## src/rtl/arbitro_ula.sv

```systemverilog
// arbitro_ula: round-robin arbiter/sequencer sharing one external 8-bit ULA
// (add / sub / slt) between two requesters. A grant latches the winner's
// operation and operands, the ULA is driven for one cycle, its result and
// Zero flag are captured, and the winner receives a one-cycle pronto pulse.
module arbitro_ula (
  input  logic       clock,
  input  logic       reset,
  input  logic       req0,
  input  logic       req1,
  input  logic [1:0] op0,
  input  logic [1:0] op1,
  input  logic [7:0] a0,
  input  logic [7:0] b0,
  input  logic [7:0] a1,
  input  logic [7:0] b1,
  output logic       pronto0,
  output logic       pronto1,
  output logic [7:0] resultado,
  output logic       zero,
  output logic       ocupado,
  output logic [1:0] ULAOp,
  output logic [7:0] Dado1,
  output logic [7:0] Dado2,
  input  logic [7:0] SaidaULA,
  input  logic       Zero,
  output logic [7:0] contador_ops
);

  typedef enum logic [1:0] {
    OCIOSO   = 2'd0,
    EXECUTA  = 2'd1,
    RESPOSTA = 2'd2
  } estado_t;

  estado_t    estado_q, estado_d;
  logic       prio_q, prio_d;
  logic       vencedor_q, vencedor_d;
  logic [1:0] op_q, op_d;
  logic [7:0] a_q, a_d;
  logic [7:0] b_q, b_d;
  logic [7:0] resultado_q, resultado_d;
  logic       zero_q, zero_d;
  logic [7:0] contador_q, contador_d;
  logic       escolhido;

  // Next-state and output decode; the pointer only matters when both request.
  always_comb begin
    estado_d    = estado_q;
    prio_d      = prio_q;
    vencedor_d  = vencedor_q;
    op_d        = op_q;
    a_d         = a_q;
    b_d         = b_q;
    resultado_d = resultado_q;
    zero_d      = zero_q;
    contador_d  = contador_q;
    escolhido   = 1'b0;
    pronto0     = 1'b0;
    pronto1     = 1'b0;
    ocupado     = 1'b0;
    case (estado_q)
      OCIOSO: begin
        if (req0 || req1) begin
          escolhido  = (req0 && req1) ? prio_q : req1;
          vencedor_d = escolhido;
          op_d       = escolhido ? op1 : op0;
          a_d        = escolhido ? a1  : a0;
          b_d        = escolhido ? b1  : b0;
          estado_d   = EXECUTA;
        end
      end
      EXECUTA: begin
        ocupado     = 1'b1;
        resultado_d = SaidaULA;
        zero_d      = Zero;
        estado_d    = RESPOSTA;
      end
      RESPOSTA: begin
        ocupado    = 1'b1;
        pronto0    = ~vencedor_q;
        pronto1    = vencedor_q;
        prio_d     = ~vencedor_q;
        contador_d = contador_q + 8'd1;
        estado_d   = OCIOSO;
      end
      default: begin
        estado_d = OCIOSO;
      end
    endcase
  end

  // State, latched request and captured result; reset aborts any operation.
  always_ff @(posedge clock or negedge reset) begin
    if (!reset) begin
      estado_q    <= OCIOSO;
      prio_q      <= 1'b0;
      vencedor_q  <= 1'b0;
      op_q        <= 2'b00;
      a_q         <= 8'd0;
      b_q         <= 8'd0;
      resultado_q <= 8'd0;
      zero_q      <= 1'b0;
      contador_q  <= 8'd0;
    end else begin
      estado_q    <= estado_d;
      prio_q      <= prio_d;
      vencedor_q  <= vencedor_d;
      op_q        <= op_d;
      a_q         <= a_d;
      b_q         <= b_d;
      resultado_q <= resultado_d;
      zero_q      <= zero_d;
      contador_q  <= contador_d;
    end
  end

  assign ULAOp        = op_q;
  assign Dado1        = a_q;
  assign Dado2        = b_q;
  assign resultado    = resultado_q;
  assign zero         = zero_q;
  assign contador_ops = contador_q;

endmodule
```

## config.mk

```make
export PLATFORM = sky130hd
export DESIGN_NAME = arbitro_ula
export DESIGN_NICKNAME = d
export VERILOG_FILES = /design/src/rtl/arbitro_ula.sv
export SDC_FILE = /design/constraint.sdc
export NUM_CORES = 1
export LEC_CHECK = 0
export CAP_MARGIN = 10
export CORE_MARGIN = 8
export CORE_UTILIZATION = 44
export CTS_CLUSTER_SIZE = 40
export DETAILED_ROUTE_END_ITERATION = 7
export PLACE_DENSITY = 0.89
export SYNTH_ARGS = -nofsm -noshare
export SYNTH_HDL_FRONTEND = slang
export SYNTH_SLANG_ARGS = --single-unit
export TNS_END_PERCENT = 50
```

## constraint.sdc

```tcl
create_clock -name clock -period 3.4 [get_ports clock]
set_input_delay 0.51 -clock clock [delete_from_list [all_inputs] [get_ports clock]]
set_output_delay 0.51 -clock clock [all_outputs]
set_load 0.005 [all_outputs]
```

### Word level (Yosys, flattened, before mapping)

Index checks and enable logic that the tools add are counted.

* flip-flop bits (word level): 39
* output and inout port bits: 38

* equal/unequal tests: 3
* mux-type cells: 9
* reduce and logical (&&, ||, !) cells: 5
* add/subtract/negate cells: 1
* bitwise logic cells: 1

Operators with widths (number)
* $mux 8: 2
* $add 8x1->8 const B: 1
* $mux 1: 4
* $mux 2: 2
* $pmux 2 s2: 1
* $eq 2x1->1 const B: 1
* $eq 2x2->1 const B: 1
* $logic_not 2->1: 1
* $ne 2x2->1 const B: 1
* $reduce_and 2->1: 1
* $reduce_or 2->1: 1
* $logic_and 1x1->1: 1
* $logic_or 1x1->1: 1
* $not 1->1: 1

### Depth between registers and ports, before layout

* depth after elaboration: 3
* gate-level depth with buffers: 7

### Worst setup path after synthesis

No wires, ideal clock.

* path type: flip-flop to output port
* start: register estado_q[0]
* end: output port pronto1
* data arrival time: 0.900 ns
* stages on the path, launching flop included: 5
* slack: 1.990 ns
* path through: dfrtp_1 -> inv_1 -> ha_1 -> buf_4 -> and2_1

* word-level cells in the longest chain between the ends: 2

Ends and longest elaborated chain
* start: declaration: RTL line 35 `estado_t estado_q, estado_d;`
* start signal: assignment: RTL line 105 `estado_q <= estado_d;`
* $eq 2x2->1: RTL line 61 `case (estado_q)`
* $mux 1: RTL line 61
* end: declaration: RTL line 17 `output logic pronto1,`

No other way between the ends.

### Worst setup path in the final report

Same ends and word-level chain as after synthesis.

==> metrics list <==
- Count of buffering cells on the critical path with inverters included: 2
* Cell with the largest stage delay on the worst path: sky130_fd_sc_hd__clkdlybuf4s50_1
- Data on the critical path arrives at its endpoint at 1830 ps.
- Required time of the worst setup path: 2890 ps
- The max-slew violation count came to 0.
* Pin count of the biggest net entering global routing: 40
* Via count normalized by instance count: 5.052
* Max Clock Freq: 0.4276 GHz
- Worst slew pin tran: 856.6 ps
- Global placement routability congestion: 0.7756
- Final hold violation count: 0
- The first global-routing pass estimated 7.886 mm of wire.
- Hold is met by 340.5 ps.
- Of all nets on the critical path, the largest fanout is 9.
- In this run the cell area of the synthesized design comes to 1824 sq um.
* Unrepaired setup endpoints after global routing: no
- Initial Utilization: 45.61%
- Type of the worst setup path: flop to output pin
- After layout, the minimum clock period comes to 2338 ps.
- Number of primary I/O pins: 87
- DIE AREA: 6463 sq um
- Setup violations remaining at the end of the flow were counted as 0.
- Count of inserted antenna diode cells: 0
- The clock passes through at most 2 buffers.
- Core region area: 4000 sq um
- Sum of overflow across all layers after global routing: 0
- Antenna-violating nets left: 0
- Across the VDD grid, the largest voltage drop is 0.4007 mV.
- The run finished with clean final reports.
- TritonCTS created 5 clock buffers.
* Deepest level of the CTS H-tree: 2
- Library cells used by synthesis: 26
- The number of setup buffers added after CTS is 0.
- In this run the horizontal extent of the chip is 80.39 microns.
- The number of gates resized after CTS was 0.
- Number of iterations in the first detailed-routing pass: 4
* Most common library cell in the layout ignoring fill and taps: sky130_fd_sc_hd__clkdlybuf4s50_1
* Post-detailed-routing wire length: 4.850 mm
- Post-synthesis register bit count: 39
- For this block, the initial DRC count from the detailed router was 117.
- Kind of capture point of the worst setup path: output pin
- Class of the tightest hold or removal check: primary input to asynchronous set/reset pin
- YS warnings: 0
* Root buffer cell: sky130_fd_sc_hd__clkbuf_8
- For this design, the CTS-stage hold fixing added 0 buffers.
- Die boundary height: 80.39 microns
- Synthesis produced 171 cells.
- Setup Slack @ Placement: 1342 ps
- Commonest cells after routing, fill and taps aside: sky130_fd_sc_hd__clkdlybuf4s50_1, sky130_fd_sc_hd__dfrtp_1, sky130_fd_sc_hd__nor2_1
- The share of the Yosys chip area taken by registers is 53.50%.
- Largest delay share family, worst path: buffers and inverters
- Number of vias after detailed routing: 1541
- Net count after synthesis: 225
- Clk pin slew, worst setup/hold paths: 70 ps
* Kind of start point of the critical path: flop
* Post-route clock period utilization: 68.78%
- Area added between synthesis and finish: 51.17%
- Traced cell by cell, the critical path runs through inv_1 -> ha_1 -> and2_1 -> clkdlybuf4s50_1.
* Worst clock skew: 7.140 ps
- Summed over all failing endpoints, the final setup total negative slack is 0 ps.
* Non-filler instance count after layout: 305
- The number of antenna violations at the first check in global routing was 0.
- In this run, placement finished with an instance count of 297.
* Smallest setup slack after layout: 1062 ps
- Fraction of final layout cells sized beyond drive strength 1: 9.412%
- Number of I/O port buffers: 86
- In this run the core area contains 23 standard-cell rows.
- For this design the static power due to leakage is 1.132 nW.
- Relative slew margins: 42.89%
- For the worst-skew pair, the clock arrives at the later sink with an insertion delay of 280 ps.
- For this run, the post-layout net count is 308.
* Maximum cell stage delay along the critical path: 500 ps
* Remaining design rule violation count: 0
- The wire-length estimate of the detail-placed layout is 3.708 mm.
- Total power per unit cell area: 793.8 nW/um^2
- Aggregate global-route resource usage: 15.50%
- The clock net in this run drives a total of 39 sinks.
* CTS tree: built
- After detailed routing, the average wire length per cell comes to 15.90 microns.
* Vias in the first global route: 1599
- Max-cap viol count: 0
- Avg Synthesized Cell Area: 10.67 sq um
[metal layers]
layer	GRT usage [%]	share of wire (%)
met4	4.909	1.1
met3	6.473	10
met2	23.58	46
met5	0	0
met1	19.36	42
[per-stage QoR]
step	utilization [%]	area, sq um	total power, mW
finish	68.94	2758	2.189
global route	68.94	2758	2.360
CTS	68.94	2758	2.226
detailed placement	66.44	2658	1.890
global placement	66.44	2658	1.844
floorplan	-	1824	1.326
[cells in the mapped netlist]
library cell,number,area share (%)
sky130_fd_sc_hd__xor2_1,3,1.4
sky130_fd_sc_hd__ha_1,5,3.4
sky130_fd_sc_hd__nand2_1,4,0.82
sky130_fd_sc_hd__and2b_4,1,0.55
sky130_fd_sc_hd__nand2b_1,1,0.34
sky130_fd_sc_hd__xnor2_1,4,1.9
sky130_fd_sc_hd__mux2_2,11,6.8
sky130_fd_sc_hd__buf_2,2,0.55
sky130_fd_sc_hd__nand4_1,2,0.69
sky130_fd_sc_hd__and3_1,1,0.34
sky130_fd_sc_hd__nand4_2,1,0.69
sky130_fd_sc_hd__a21boi_0,1,0.41
sky130_fd_sc_hd__nand3_1,19,5.2
sky130_fd_sc_hd__nor3_2,1,0.55
sky130_fd_sc_hd__o21a_1,1,0.41
sky130_fd_sc_hd__buf_4,5,2.1
sky130_fd_sc_hd__clkbuf_4,1,0.41
sky130_fd_sc_hd__nor2b_1,1,0.34
sky130_fd_sc_hd__and2_1,1,0.34
sky130_fd_sc_hd__buf_6,4,2.5
sky130_fd_sc_hd__o21ai_0,9,2.5
sky130_fd_sc_hd__a31oi_1,18,6.2
sky130_fd_sc_hd__o21ai_1,10,2.7
sky130_fd_sc_hd__dfrtp_1,39,53
sky130_fd_sc_hd__nor2_1,22,4.5
sky130_fd_sc_hd__inv_1,4,0.82
[kinds of logic (layout without fill, tap and decap cells)]
kind of cell    after synthesis  count (layout)  share of synthesized area [%]
buf+inv                      16             100                          6.310
compound gates               39              39                          12.21
xor+xnor                      7               7                          3.361
simple gates                 54              54                          14.40
fa+ha+maj                     5               5                          3.429
flops                        39              39                          53.50
mux                          11              11                          6.790
[worst paths after layout]
kind                                  from               to  slack, ps  cells after the start
max reg2reg                    estado_q[1]         Dado1[0]       1860                      6
min reg2reg                contador_ops[7]  contador_ops[7]        480                      1
min in group clock         contador_ops[7]  contador_ops[7]        480                      1
max                            estado_q[0]          pronto1       1060                      4
min                                  reset     resultado[6]        340                      1
max in group asynchronous            reset  contador_ops[0]       2530                      1
[worst register-to-register path, delay by kind of cell (launching register included)]
kind	cells	cell delay (ps)
AO/OA/AOI/OAI	2	310
adder cells (fa/ha/maj)	1	230
buffers and inverters	2	430
flip-flops	1	400
AND/OR/NAND/NOR	1	100
[power by group]
| group | total, mW | internal, mW | switching [mW] |
|---|---|---|---|
| Combinational | 1.03 | 0.627 | 0.405 |
| Clock | 0.334 | 0.185 | 0.149 |
| Sequential | 0.823 | 0.684 | 0.139 |
| Total | 2.19 | 1.50 | 0.693 |
[final cells by class]
| class | instances | area [sq um] |
|---|---|---|
| inverter | 4 | 15.01 |
| tap | 50 | 62.56 |
| fill | 335 | 1242 |
| sequential | 39 | 975.9 |
| multi-input combinational | 116 | 733.2 |
| clock buffer | 8 | 100.1 |
| timing repair buffer | 88 | 870.8 |
[flip-flops by register name (all words and copies together), names as in the netlist]
name          flops
vencedor_q        1
zero              1
Dado2             8
prio_q            1
contador_ops      8
estado_q          2
Dado1             8
resultado         8
ULAOp             2
(Power assumes the default switching activity.)
==> edit: new RTL, same flow settings <==
Reset style: synchronous (`reset`), changed in one clocked block.
--- a/src/rtl/arbitro_ula.sv
+++ b/src/rtl/arbitro_ula.sv
@@ -91,5 +91,5 @@
 
   // State, latched request and captured result; reset aborts any operation.
-  always_ff @(posedge clock or negedge reset) begin
+  always_ff @(posedge clock) begin
     if (!reset) begin
       estado_q    <= OCIOSO;
Behaviour: differs if reset is asserted again (counterexample within 4 cycles, from zero or initial values and one cycle with reset low); with reset held inactive, the same outputs for 10 cycles.
==> edit against the original RTL <==
Critical path depth stayed put. Via count is 11% higher. Synthesized area is 1.8% lower. Sequential cell count stayed put. Count of clock-buffer cells in the layout is 1 lower. Worst setup slack worse by 0.056 ns. Clock skew is 0.0036 ns lower. First-iteration DRC count is 8.5% lower. Wire length is 6.6% higher. Critical path type unchanged. Cell area is 2.0% lower.
Power is not compared: it rests on default switching activity, and its combinational part moved more than twofold at a synthesized area within 25%.
==> edit: results (changes against the original RTL) <==
| Metric | Value |
|---|---|
| Post-cts gate resize count | 0 (unchanged) |
| Synthesized Nets | 247 (+9.8%) |
| Yosys warns | 0 (unchanged) |
| GP Congestion | 0.734 (-5.4%) |
| Slowest CP cell | clkdlybuf4s50_1 |
| Leakage | slightly below 1 nW |
| Post-Route Skew | 0.00352 ns (-0.00362 ns) |
| Worst vdd ir | 254 uV |
| Seq. pwr | about 520 uW |
| Largest net degree at the start of global routing | 41 (+2.5%) |
| Top delay family on crit path | buffers and inverters |
| Drt via density | 5.28 (+4.4%) |
| Clk slew on worst S/H paths | 0.07 ns (about the same) |
| Synth cell types | 34 (+31%) |
| Slowest stage delay, CP | 0.54 ns (+0.04 ns) |
| Hold Vio Cnt, Final | 0 (unchanged) |
| Maximum clock path buffer count | 2 (unchanged) |
| Clk pwr | a little under 300 uW |
| Synth cell count leaders | 39 x dfxtp_1, 35 x o21ai_0, 18 x a21oi_1, 18 x a31oi_1, 14 x nor2b_1 |
| Fraction of layout cells with a size suffix above 1 | 4.76% (-4.6 points) |
| R2R depth | 5 (-1) |
| Initial antenna violation count | 0 (unchanged) |
| Dpl hpwl | 3.75 mm (+1.1%) |
| Post-CTS setup buffers | 0 (unchanged) |
| Top cell type's share of synthesized area | 43.6% (-9.9 points) |
| Fillcell total | 356 (+6.3%) |
| Hold-fix buffers, CTS | 0 (unchanged) |
| ANT cells | 0 (unchanged) |
| Skew-Pair Late Insertion Delay | 0.29 ns |
| First-pass GRT wire length | 8.36 mm (+5.9%) |
| PortBufs | 86 (unchanged) |
| Root Buffer | clkbuf_8 |
| Tot GR Track Use | 16.3% (+0.80 points) |
| H-tree levels | 2 (unchanged) |
| DR iter-0 viols | 107 (-8.5%) |
| Post-synth ARST share | 0% (-100 points) |
| Worst-margin pin slew | 1.11 ns (+0.250 ns) |
| Crit path max fanout | 9 (unchanged) |
| DR pass1 iterations | 4 (unchanged) |
| Nets@finish | 326 (+5.8%) |
| Hold Path Cell Cnt | 2 |
| Status | finished clean |
| Sequential-to-total area share from yosys stat | 43.6% (-9.9 points) |
| Power per standard cell area | a little over 400 nW/um2 |
| WP data arrival | 1.88 ns (+0.05 ns) |
| Vias in the first global route | 1,687 (+5.5%) |
| Top cells by area, synth | dfxtp_1 44%, o21ai_0 9.8%, mux2i_1 6.7%, a31oi_1 6.3%, a21oi_1 5.0% |
| Num CTS Buffers | 5 (unchanged) |
| Worst hold path class | reg2reg |
| Routed len/inst | 16.0 um (+0.62%) |
| Switching share of total power | 26.8% |
[edit: changes by cell type after synthesis, sizes merged, moves of 5 or more]
cell,delta
clkbuf,+5
dfxtp,+39
nand3,-17
nor2b,+13
nor2,-22
dfrtp,-39
mux2,-11
o21ai,+20
a21oi,+18
mux2i,+12
[edit: cell type report]
cell class / instances / area [um2] / share of cell area, %
Clock buffer: 7 / 76.3 / 2.83
Clock inverter: 1 / 5.00 / 0.185
Inverter: 4 / 15.0 / 0.556
Multi-Input combinational cell: 135 / 893 / 33.1
Sequential cell: 39 / 781 / 28.9
Tap cell: 50 / 62.6 / 2.32
Timing Repair Buffer: 87 / 868 / 32.1
[edit: cell families after synthesis]
family | share of synthesized area [%]
and+or+nand+nor | 11.7
buffers and inverters | 6.56
AOI/OAI and AO/OA | 26.0
adders and majority gates | 3.49
xor gates and xnor gates | 1.96
DFF | 43.6
muxes | 6.70
[edit: through the flow]
step / util [%] / setup WS, ns / std cells / area [um2] / hold WS, ns
after floorplan: - / 2.00 / 193 / 1790 / 0.459
after global placement: 66.0 / 1.22 / 315 / 2620 / 0.453
after detailed placement: 66.0 / 1.11 / 315 / 2620 / 0.461
after CTS: 68.0 / 0.981 / 323 / 2700 / 0.473
after global routing: 68.0 / 0.876 / 323 / 2700 / 0.490
final: 68.0 / 1.01 / 323 / 2700 / 0.477
[edit: final timing paths]
kind	startpoint	end	slack, ns
setup reg to reg	estado_q[0]	contador_ops[5]	1.82
setup / recovery	estado_q[0]	pronto0	1.01
hold reg to reg	contador_ops[7]	contador_ops[7]	0.48
hold / removal	contador_ops[7]	contador_ops[7]	0.48
[edit: routing by layer]
layer / track usage, % / share of wire, %
met1: 18.3 / 38
met5: 0 / 0
met3: 6.98 / 11
met2: 27.2 / 50
met4: 4.91 / 1.0
